[src/rtl/trsq8_pkg.sv]
// trsq8_pkg: definitions shared by the TRSQ8 instruction-fetch slice.
//   PC_W / INST_W          : program-counter and instruction word widths.
//   RESET_VECTOR_DEF       : default PC after reset.
//   IRQ_VECTOR_DEF         : default interrupt entry address (TRSQ8_IRQ_EN builds).
//   redirect_t             : which redirect, if any, the fetch unit acts on this cycle.
//   pc_inc()               : PC + 1 with natural 13-bit wrap (8191 -> 0).
package trsq8_pkg;

    localparam int PC_W   = 13;
    localparam int INST_W = 15;

    localparam logic [PC_W-1:0] RESET_VECTOR_DEF = 13'd0;
    localparam logic [PC_W-1:0] IRQ_VECTOR_DEF   = 13'd4;

    typedef enum logic [2:0] {
        RD_NONE = 3'd0,
        RD_JMP  = 3'd1,
        RD_CALL = 3'd2,
        RD_RET  = 3'd3,
        RD_IRQ  = 3'd4
    } redirect_t;

    function automatic logic [PC_W-1:0] pc_inc(input logic [PC_W-1:0] pc);
        return pc + PC_W'(1);
    endfunction

endpackage

[src/rtl/fetch_ctrl_ret_stack.sv]
// ret_stack: LIFO of return addresses for the TRSQ8 fetch unit.
//   clk, rst  : clock (rising edge), synchronous active-high reset of sp only.
//   push, din : write din at mem[sp] and increment sp (ignored when full).
//   pop       : decrement sp (ignored when empty).
//   dout      : top of stack, mem[sp-1]; meaningless while empty.
//   full      : sp == DEPTH.   empty : sp == 0.   sp : current fill level.
//   ovf / unf : single-cycle pulses for a push while full / pop while empty.
// The caller never asserts push and pop together.
module ret_stack
    import trsq8_pkg::*;
#(
    parameter int DEPTH = 8,
    localparam int SP_W  = $clog2(DEPTH + 1),
    localparam int IDX_W = $clog2(DEPTH)
) (
    input  logic            clk,
    input  logic            rst,
    input  logic            push,
    input  logic            pop,
    input  logic [PC_W-1:0] din,
    output logic [PC_W-1:0] dout,
    output logic            full,
    output logic            empty,
    output logic [SP_W-1:0] sp,
    output logic            ovf,
    output logic            unf
);

    logic [PC_W-1:0] mem [DEPTH];
    logic [SP_W-1:0] sp_m1;

    assign full  = (sp == SP_W'(DEPTH));
    assign empty = (sp == '0);
    assign sp_m1 = sp - SP_W'(1);
    assign dout  = mem[sp_m1[IDX_W-1:0]];
    assign ovf   = push && full;
    assign unf   = pop && empty;

    always_ff @(posedge clk) begin
        if (rst) begin
            sp <= '0;
        end else if (push && !full) begin
            sp <= sp + SP_W'(1);
        end else if (pop && !empty) begin
            sp <= sp_m1;
        end
    end

    // Storage is deliberately not reset; only sp defines what is live.
    always_ff @(posedge clk) begin
        if (!rst && push && !full) begin
            mem[sp[IDX_W-1:0]] <= din;
        end
    end

endmodule

[src/rtl/fetch_ctrl.sv]
// fetch_ctrl: instruction-fetch sequencer for the TRSQ8 core.
// Owns the 13-bit PC, presents it to a combinational program ROM and registers
// the returned 15-bit word for the decoder. Handles JMP/CALL/RET redirects with
// a hardware return stack (ret_stack).
// Optional feature macro: TRSQ8_IRQ_EN (adds IRQ_ip / IN_ISR_op and IRQ entry).
// Ports:
//   CLK_ip, RST_ip     : clock, synchronous active-high reset.
//   ROM_ADDR_op        : ROM address, always the PC register.
//   ROM_DATA_ip        : ROM word for ROM_ADDR_op, same cycle.
//   INST_op, INST_PC_op, VALID_op : registered instruction, its address, live flag.
//   STALL_ip           : hold request from decode/execute.
//   JMP_ip, CALL_ip, RET_ip, TARGET_ip : redirect requests (RET > CALL > JMP).
//   STK_OVF_op, STK_UNF_op : sticky stack overflow / underflow, cleared by reset.
//   IRQ_ip, IN_ISR_op  : interrupt request / in-service flag (TRSQ8_IRQ_EN only).
//
// Handshake: a word is handed to the decoder on every cycle VALID_op is high.
// STALL_ip holds the current word (and PC) for as long as it is high. Redirect
// requests are only honoured while VALID_op is high, because they come from the
// decoder acting on that word; a redirect overrides a stall and squashes the
// word fetched from the stale PC (VALID_op low for one cycle).
module fetch_ctrl
    import trsq8_pkg::*;
#(
    parameter logic [PC_W-1:0] RESET_VECTOR = RESET_VECTOR_DEF,
    parameter int              STACK_DEPTH  = 8
`ifdef TRSQ8_IRQ_EN
    ,
    parameter logic [PC_W-1:0] IRQ_VECTOR   = IRQ_VECTOR_DEF
`endif
) (
    input  logic              CLK_ip,
    input  logic              RST_ip,
    output logic [PC_W-1:0]   ROM_ADDR_op,
    input  logic [INST_W-1:0] ROM_DATA_ip,
    output logic [INST_W-1:0] INST_op,
    output logic              VALID_op,
    output logic [PC_W-1:0]   INST_PC_op,
    input  logic              STALL_ip,
    input  logic              JMP_ip,
    input  logic              CALL_ip,
    input  logic              RET_ip,
    input  logic [PC_W-1:0]   TARGET_ip,
    output logic              STK_OVF_op,
    output logic              STK_UNF_op
`ifdef TRSQ8_IRQ_EN
    ,
    input  logic              IRQ_ip,
    output logic              IN_ISR_op
`endif
);

    localparam int SP_W = $clog2(STACK_DEPTH + 1);

    logic [PC_W-1:0] pc;
    logic [PC_W-1:0] pc_next;
    redirect_t       rd_sel;

    logic            stk_push;
    logic            stk_pop;
    logic [PC_W-1:0] stk_din;
    logic [PC_W-1:0] stk_dout;
    logic            stk_full;
    logic            stk_empty;
    logic [SP_W-1:0] stk_sp;
    logic            stk_ovf_pulse;
    logic            stk_unf_pulse;
    logic            stk_status_unused;

    assign ROM_ADDR_op = pc;

    // Fill level and full flag are carried for visibility only; the stack
    // itself decides whether a push lands.
    assign stk_status_unused = ^{stk_sp, stk_full};

    // Redirect selection: RET > CALL > JMP, all gated by VALID_op.
    always_comb begin
        rd_sel = RD_NONE;
        if (VALID_op) begin
            if (RET_ip) begin
                rd_sel = RD_RET;
            end else if (CALL_ip) begin
                rd_sel = RD_CALL;
            end else if (JMP_ip) begin
                rd_sel = RD_JMP;
            end
        end
`ifdef TRSQ8_IRQ_EN
        // An interrupt only enters on an otherwise quiet, unstalled cycle.
        if (rd_sel == RD_NONE && IRQ_ip && !IN_ISR_op && !STALL_ip) begin
            rd_sel = RD_IRQ;
        end
`endif
    end

    // Reset discards any redirect in the same cycle, including stack traffic.
    always_comb begin
        stk_push = 1'b0;
        stk_pop  = 1'b0;
        if (!RST_ip) begin
            stk_push = (rd_sel == RD_CALL);
`ifdef TRSQ8_IRQ_EN
            stk_push = stk_push || (rd_sel == RD_IRQ);
`endif
            stk_pop  = (rd_sel == RD_RET);
        end
    end

    // CALL returns to the instruction after the call; an interrupt returns to
    // the next unfetched address, which is the current PC.
    always_comb begin
        stk_din = pc_inc(INST_PC_op);
`ifdef TRSQ8_IRQ_EN
        if (rd_sel == RD_IRQ) begin
            stk_din = pc;
        end
`endif
    end

    always_comb begin
        pc_next = pc;
        unique case (rd_sel)
            RD_NONE: begin
                if (!STALL_ip) begin
                    pc_next = pc_inc(pc);
                end
            end
            RD_JMP,
            RD_CALL: pc_next = TARGET_ip;
            RD_RET:  pc_next = stk_empty ? RESET_VECTOR : stk_dout;
`ifdef TRSQ8_IRQ_EN
            RD_IRQ:  pc_next = IRQ_VECTOR;
`endif
            default: pc_next = pc;
        endcase
    end

    always_ff @(posedge CLK_ip) begin
        if (RST_ip) begin
            pc         <= RESET_VECTOR;
            INST_op    <= '0;
            VALID_op   <= 1'b0;
            INST_PC_op <= '0;
            STK_OVF_op <= 1'b0;
            STK_UNF_op <= 1'b0;
        end else begin
            pc         <= pc_next;
            STK_OVF_op <= STK_OVF_op | stk_ovf_pulse;
            STK_UNF_op <= STK_UNF_op | stk_unf_pulse;
            if (rd_sel == RD_NONE) begin
                if (!STALL_ip) begin
                    INST_op    <= ROM_DATA_ip;
                    INST_PC_op <= pc;
                    VALID_op   <= 1'b1;
                end
            end else begin
                // Squash the word fetched from the stale PC.
                VALID_op <= 1'b0;
            end
        end
    end

`ifdef TRSQ8_IRQ_EN
    always_ff @(posedge CLK_ip) begin
        if (RST_ip) begin
            IN_ISR_op <= 1'b0;
        end else if (rd_sel == RD_IRQ) begin
            IN_ISR_op <= 1'b1;
        end else if (rd_sel == RD_RET) begin
            IN_ISR_op <= 1'b0;
        end
    end
`endif

    ret_stack #(
        .DEPTH(STACK_DEPTH)
    ) u_ret_stack (
        .clk   (CLK_ip),
        .rst   (RST_ip),
        .push  (stk_push),
        .pop   (stk_pop),
        .din   (stk_din),
        .dout  (stk_dout),
        .full  (stk_full),
        .empty (stk_empty),
        .sp    (stk_sp),
        .ovf   (stk_ovf_pulse),
        .unf   (stk_unf_pulse)
    );

endmodule

[config.mk]
export PLATFORM = sky130hd
export DESIGN_NAME = fetch_ctrl
export DESIGN_NICKNAME = d
export VERILOG_FILES = /design/src/rtl/trsq8_pkg.sv /design/src/rtl/fetch_ctrl_ret_stack.sv /design/src/rtl/fetch_ctrl.sv
export SDC_FILE = /design/constraint.sdc
export NUM_CORES = 1
export LEC_CHECK = 0
export BUFFER_PORTS_ARGS = -buffer_cell sky130_fd_sc_hd__buf_2
export CAP_MARGIN = 20
export CORE_UTILIZATION = 35
export DETAILED_ROUTE_END_ITERATION = 10
export HOLD_SLACK_MARGIN = 0.08
export PLACE_DENSITY = 0.62
export SETUP_SLACK_MARGIN = 0.4
export SYNTH_ARGS = -nofsm -noshare
export SYNTH_HDL_FRONTEND = slang
export SYNTH_SLANG_ARGS = --single-unit
[constraint.sdc]
create_clock -name CLK_ip -period 7.59 [get_ports CLK_ip]
set_clock_uncertainty 0.2 [all_clocks]
set_input_delay 0.759 -clock CLK_ip [delete_from_list [all_inputs] [get_ports CLK_ip]]
set_output_delay 0.759 -clock CLK_ip [all_outputs]
set_load 0.1 [all_outputs]
==> results of run 1 <==
## state kept, by name, indices dropped and copies added, names as in the netlist
| signal | flops |
|---|---|
| u_ret_stack.sp | 4 |
| VALID_op | 1 |
| STK_OVF_op | 1 |
| INST_op | 15 |
| ROM_ADDR_op | 13 |
| INST_PC_op | 13 |
| STK_UNF_op | 1 |
| u_ret_stack.mem | 104 |
## worst paths after layout
| kind | from | end | slack [ps] |
|---|---|---|---|
| worst min-delay path | INST_op[10]$_SDFFE_PP0P_ | INST_op[10]$_SDFFE_PP0P_ | 250 |
| worst max-delay path | u_ret_stack.sp[0]$_SDFFE_PP0P_ | u_ret_stack.mem[1][9]$_DFFE_PP_ | 4240 |
| worst min register to register | INST_op[10]$_SDFFE_PP0P_ | INST_op[10]$_SDFFE_PP0P_ | 250 |
| worst max register to register | u_ret_stack.sp[0]$_SDFFE_PP0P_ | u_ret_stack.mem[1][9]$_DFFE_PP_ | 4240 |
## cells in the mapped netlist (all sizes together), types with 5 or more instances
cell type and instances:
nand2 78, and3 5, xnor2 11, ha 9
mux4 26, o21ai 10, edfxtp 104, a21oi 51
nor2 16, buf 17, nor3 10, inv 10
a22oi 5, nor2b 5, clkbuf 12, nand3 11
dfxtp 48
## area by class of cell
type | instances | area, µm²
repair buffers | 85 | 464
well taps | 229 | 287
inverters | 10 | 37.5
clock buffers | 18 | 429
clock inverters | 14 | 124
flip-flops and latches | 152 | 4090
multi-input cells | 297 | 2170
fillers | 1636 | 10400
## through the flow
| stage | cells | hold slack [ps] | power (mW) |
|---|---|---|---|
| after CTS | 803 | 257 | 1.99 |
| final | 805 | 254 | 1.98 |
| after detailed placement | 771 | 249 | 1.21 |
| after global placement | 771 | 239 | 1.21 |
| after global routing | 805 | 268 | 2.04 |
| after floorplan | 488 | 343 | 1.15 |
## worst min-delay path: stages (launching register included)
cell and delay [ps]:
sky130_fd_sc_hd__dfxtp_1 300, sky130_fd_sc_hd__nand2_1 50, sky130_fd_sc_hd__a21oi_1 50
## kinds of logic after synthesis
logic type / count (synthesis) / synth area share [%]
AOI/OAI and AO/OA: 92 / 8.90
xor gates and xnor gates: 14 / 1.92
adders and majority gates: 9 / 1.76
buffers and inverters: 39 / 2.76
DFF: 152 / 63.8
muxes: 29 / 9.64
and+or+nand+nor: 153 / 11.2
## routing by layer
metal	vias up	track usage, %	wire [µm]
met3	22	3.61	912
li1	1991	-	-
met1	2074	20.2	6430
met4	0	7.45	361
met5	-	0	0
met2	158	25.5	6980
## where the power goes
| part | switching [mW] | leakage, nW | internal, mW | total [mW] |
|---|---|---|---|---|
| Sequential | 0.0238 | 1.34 | 0.903 | 0.927 |
| Combinational | 0.203 | 1.06 | 0.0636 | 0.267 |
| Clock | 0.333 | 0.266 | 0.452 | 0.785 |
==> results.toml, run 1 <==
[run_status]
run_status = "completed"

[worst_setup_path]
path_buf_inv = 2
timing.critical_path.cells = "buf_12 -> inv_1 -> ha_1 -> and3b_1 -> or3b_1 -> nor3_2"
timing.critical_path.arrival_ps = 3180
critical_path_depth = 6
reg2regPathDepth = 6
path_delay_family = "simple AND/OR/NAND/NOR gates"
setup.worst_path.end_class = "register"
critPathRequiredTime_ps = 7420
timing.critical_path.fanout_max = 26
slowest_stage = "sky130_fd_sc_hd__nor3_2"
timing.setup.critical_path_class = "register to register"
cp-start-kind = "register"
cpPeakStageDelay_ps = 880

[detailed_routing]
drcViolationCount = 0
drt_iter0_markers = 250
first_pass_iters = 5
antenna_violating_nets_post_route = 0
drt-total-wl_um = 14700
via_count = 4245
vias_per_cell = 5.27
drt-wirelength-per-cell_um = 18.2

[clock_tree]
clock_path_buffers = 2
worstSkewPairLatency_ps = 410
post_cts_buffers = 0
holdBufCountCts = 0
clkTransAtPathRegs_ps = 60
cts_buffers = 17
htree_levels = 4
root_buffer = "sky130_fd_sc_hd__clkbuf_16"
post_cts_resized = 0
number_of_clock_sinks = 152
cts_tree = "yes"

[global_routing]
global_route_total_overflow = 0
maximum_number_of_pins_on_one_net_before_global_route_repair = 52
grt_pass1_wl_um = 21700
grt_util_all_layers_pct = 15.8
initial_antenna_violation_count = 0
first_global_vias = 3958

[timing]
worst-slew-pin-transition_ps = 1080
max_freq_mhz = 299
min_period_ps = 3350
finalWorstSetupSlack_ps = 4240
setup-violations-final = 0
final.period_utilization_pct = 44.1
total_negative_setup_slacks_ps = 0
rsz_0062_raised_after_global_routing = "no"
maxSlewViolCount = 0
max_slew_margin_pct = 27.6
hold_violations = 0

[final_layout]
stdcell_area_mm2 = 0.00759
area_delta_synth_final_pct = 18.7
final_nets = 606
layout-drive-gt1-share_pct = 25.9
final_cell_mix = "sky130_fd_sc_hd__edfxtp_1, sky130_fd_sc_hd__nand2_1, sky130_fd_sc_hd__buf_2, sky130_fd_sc_hd__a21oi_1, sky130_fd_sc_hd__dfxtp_1"
antennaDiodeCount = 0
fin_util_pct = 42.3
commonest_non_fill_non_tap_cell_in_the_layout = "sky130_fd_sc_hd__edfxtp_1"

[synthesis]
synth_sequential_area_ratio_pct = 63.8
netlist_instances = 488
synth_async_sr_flop_share_pct = 0
synth_cell_type_count = 52
netlist_area_before_placement_mm2 = 0.00640
synth_top_area_share_pct = 48.8
synth_fp_nets = 531
register_bit_count_reported_by_yosys = 152
synth_top_cell_by_area = "sky130_fd_sc_hd__edfxtp_1"
post_synth.cell_area_avg_um2 = 13.1
synth.area.top_cells = "sky130_fd_sc_hd__edfxtp_1, sky130_fd_sc_hd__dfxtp_1, sky130_fd_sc_hd__mux4_2, sky130_fd_sc_hd__nand2_1, sky130_fd_sc_hd__a21oi_1"
yosys_warnings = 0
synth_edf_count = 104
synth_top_flop_cell = "sky130_fd_sc_hd__edfxtp_1"

[die]
core.rowCount = 49
die-area_mm2 = 0.0188
die_height_um = 137
floorplan.die.width_um = 137
top_level_ports = 78
floorplan.initialDensity_pct = 35.6
core_mm2 = 0.0180

[power]
p_leak_nw = 2.67
power.ir.vdd_worst_mv = 0.142
power.density_mw_per_mm2 = 261

[placed_design]
placement_stage_worst_setup_slack_ps = 3750
dpl-instance-area_mm2 = 0.00701
place.detailed.hpwl_um = 10300
port_buffers = 77
globalplace.congestion = 0.859

[job]
cap_violations = 0

[min_path]
min_path_type = "register to register"
holdPathStages = 2
No activity file was read; power rests on OpenSTA's default activity.
==> run 2: changes to the inputs <==
clock period = 3.5 ns   (was 7.59 ns; I/O delays follow)
==> run 2 against run 1 <==
Non-clock buffer count increased by 23. Critical path depth up 1. Global-route usage increased by 2.0 points. Critical path type unchanged. First-iteration DRC count increased by 61%. Largest power group is now clock. Sequential cell count unchanged. Combinational power increased by 130%. Highest routed layer unchanged.
==> results.toml, run 2 (synthesis gave the netlist of run 1 again) <==
[power]
p_sw_mw = 1.21
relative_contribution_of_combinational_cells_to_total_power_pct = 13.2
p_leak_nw = 2.83
power.ir.vdd_worst_mv = 0.352
pwr-share-clk_pct = 43.7
power.density_mw_per_mm2 = 588
intPower_mw = 3.45
power_frac_seq_pct = 43.2
netSwitchingFraction_pct = 25.9

[detailed_routing]
vias_per_cell = 5.30
antenna_violating_nets_post_route = 0
via_count = 4388
drcViolationCount = 0
drt-wirelength-per-cell_um = 19.3
drt_iter0_markers = 403
drt-total-wl_um = 16000
first_pass_iters = 5

[die]
core.rowCount = 49
top_level_ports = 78
floorplan.die.width_um = 137
core_mm2 = 0.0180
die-area_mm2 = 0.0188
floorplan.initialDensity_pct = 35.6
die_height_um = 137

[timing]
maxSlewViolCount = 0
max_slew_margin_pct = 36.5
total_negative_setup_slacks_ps = 0
final.period_utilization_pct = 77.8
min_period_ps = 2720
max_freq_mhz = 367
hold_violations = 0
worst-slew-pin-transition_ps = 953
setup-violations-final = 0
rsz_0062_raised_after_global_routing = "no"

[final_layout]
commonest_non_fill_non_tap_cell_in_the_layout = "sky130_fd_sc_hd__edfxtp_1"
final_cell_mix = "sky130_fd_sc_hd__edfxtp_1, sky130_fd_sc_hd__nand2_1, sky130_fd_sc_hd__buf_2, sky130_fd_sc_hd__a21oi_1, sky130_fd_sc_hd__dfxtp_1"
final_nets = 629
stdcell_area_mm2 = 0.00793
area_delta_synth_final_pct = 23.9
multiInputGateArea_mm2 = 0.00217
n_fill_cell = 1584
antennaDiodeCount = 0
area.sequential_mm2 = 0.00409
largest_reg_flops = 104
layout-drive-gt1-share_pct = 25.7

[clock_tree]
clock_path_buffers = 2
cts_buffers = 17
worstSkewPairLatency_ps = 420
number_of_clock_sinks = 152
root_buffer = "sky130_fd_sc_hd__clkbuf_16"
clkTransAtPathRegs_ps = 60
cts_tree = "yes"
htree_levels = 4
post_cts_buffers = 0

[placed_design]
globalplace.congestion = 0.887
place.detailed.hpwl_um = 10300
port_buffers = 77
dpl-instance-area_mm2 = 0.00706

[global_routing]
global_route_total_overflow = 0
grt_util_all_layers_pct = 17.8
initial_antenna_violation_count = 0
maximum_number_of_pins_on_one_net_before_global_route_repair = 52
grt_pass1_wl_um = 24200
first_global_vias = 4258

[job]
cap_violations = 0

[worst_setup_path]
timing.critical_path.arrival_ps = 2780
timing.setup.critical_path_class = "register to register"
critPathRequiredTime_ps = 3560
timing.critical_path.fanout_max = 26
cp-start-kind = "register"
setup.worst_path.end_class = "register"

[run_status]
run_status = "completed"

[min_path]
min_path_type = "primary input to register"
run 2: area by class of cell:
class	instances	share of cell area [%]
Inverter	10	0.474
Sequential cell	152	51.6
Timing Repair Buffer	108	8.62
Tap cell	229	3.62
Multi-Input combinational cell	297	27.4
Clock buffer	19	5.46
Clock inverter	13	2.83
run 2: power groups by stage:
stage,logic (mW),clock network (mW),registers (mW)
3_5_place_dp,0.591,0,2.05
3_3_place_gp,0.583,0,2.04
4_1_cts,0.609,2.07,2.01
5_1_grt,0.654,2.16,2.01
2_1_floorplan,0.220,0,2.28
6_report,0.614,2.03,2.01
run 2: per-stage QoR:
| step | hold WS [ps] | power [mW] | worst slack, ps | util, % | std cells |
|---|---|---|---|---|---|
| finish | 107 | 4.66 | 778 | 44.1 | 828 |
| global route | 89.0 | 4.82 | 632 | 44.1 | 828 |
| detailed placement | 250 | 2.64 | 708 | 39.3 | 777 |
| CTS | 86.4 | 4.69 | 771 | 44.0 | 827 |
| floorplan | 286 | 2.50 | 423 | - | 488 |
| global placement | 240 | 2.63 | 789 | 39.3 | 777 |
run 2: final timing paths:
check	startpoint	to	slack, ps	depth (start not counted)
setup / recovery	u_ret_stack.sp[1]$_SDFFE_PP0P_	ROM_ADDR_op[7]$_SDFFE_PP0P_	780	7
hold / removal	TARGET_ip[12]	ROM_ADDR_op[12]$_SDFFE_PP0P_	110	3
setup reg to reg	u_ret_stack.sp[1]$_SDFFE_PP0P_	ROM_ADDR_op[7]$_SDFFE_PP0P_	780	7
hold reg to reg	INST_op[5]$_SDFFE_PP0P_	INST_op[5]$_SDFFE_PP0P_	250	2
run 2: what timing repair did:
item	4_1_cts	5_1_grt
resized for setup	0	0
hold buffers	18	0
endpoints found under the hold margin	18	0
run 2: routing by layer:
layer | vias up | GRT usage [%] | part of all wire, % | wire length (µm)
met5 | - | 0 | 0 | 0
met4 | 0 | 6.59 | 1.7 | 269
met3 | 20 | 3.94 | 7.1 | 1140
met2 | 164 | 28.3 | 47 | 7460
met1 | 2177 | 23.9 | 44 | 7090
li1 | 2027 | - | - | -
run 2: critical path: stages (launching register included):
cell and delay (ps):
sky130_fd_sc_hd__dfxtp_1 530, sky130_fd_sc_hd__inv_1 130, sky130_fd_sc_hd__ha_1 330, sky130_fd_sc_hd__buf_4 380
sky130_fd_sc_hd__mux4_2 400, sky130_fd_sc_hd__a221o_1 330, sky130_fd_sc_hd__a21oi_1 180, sky130_fd_sc_hd__nor4_1 80
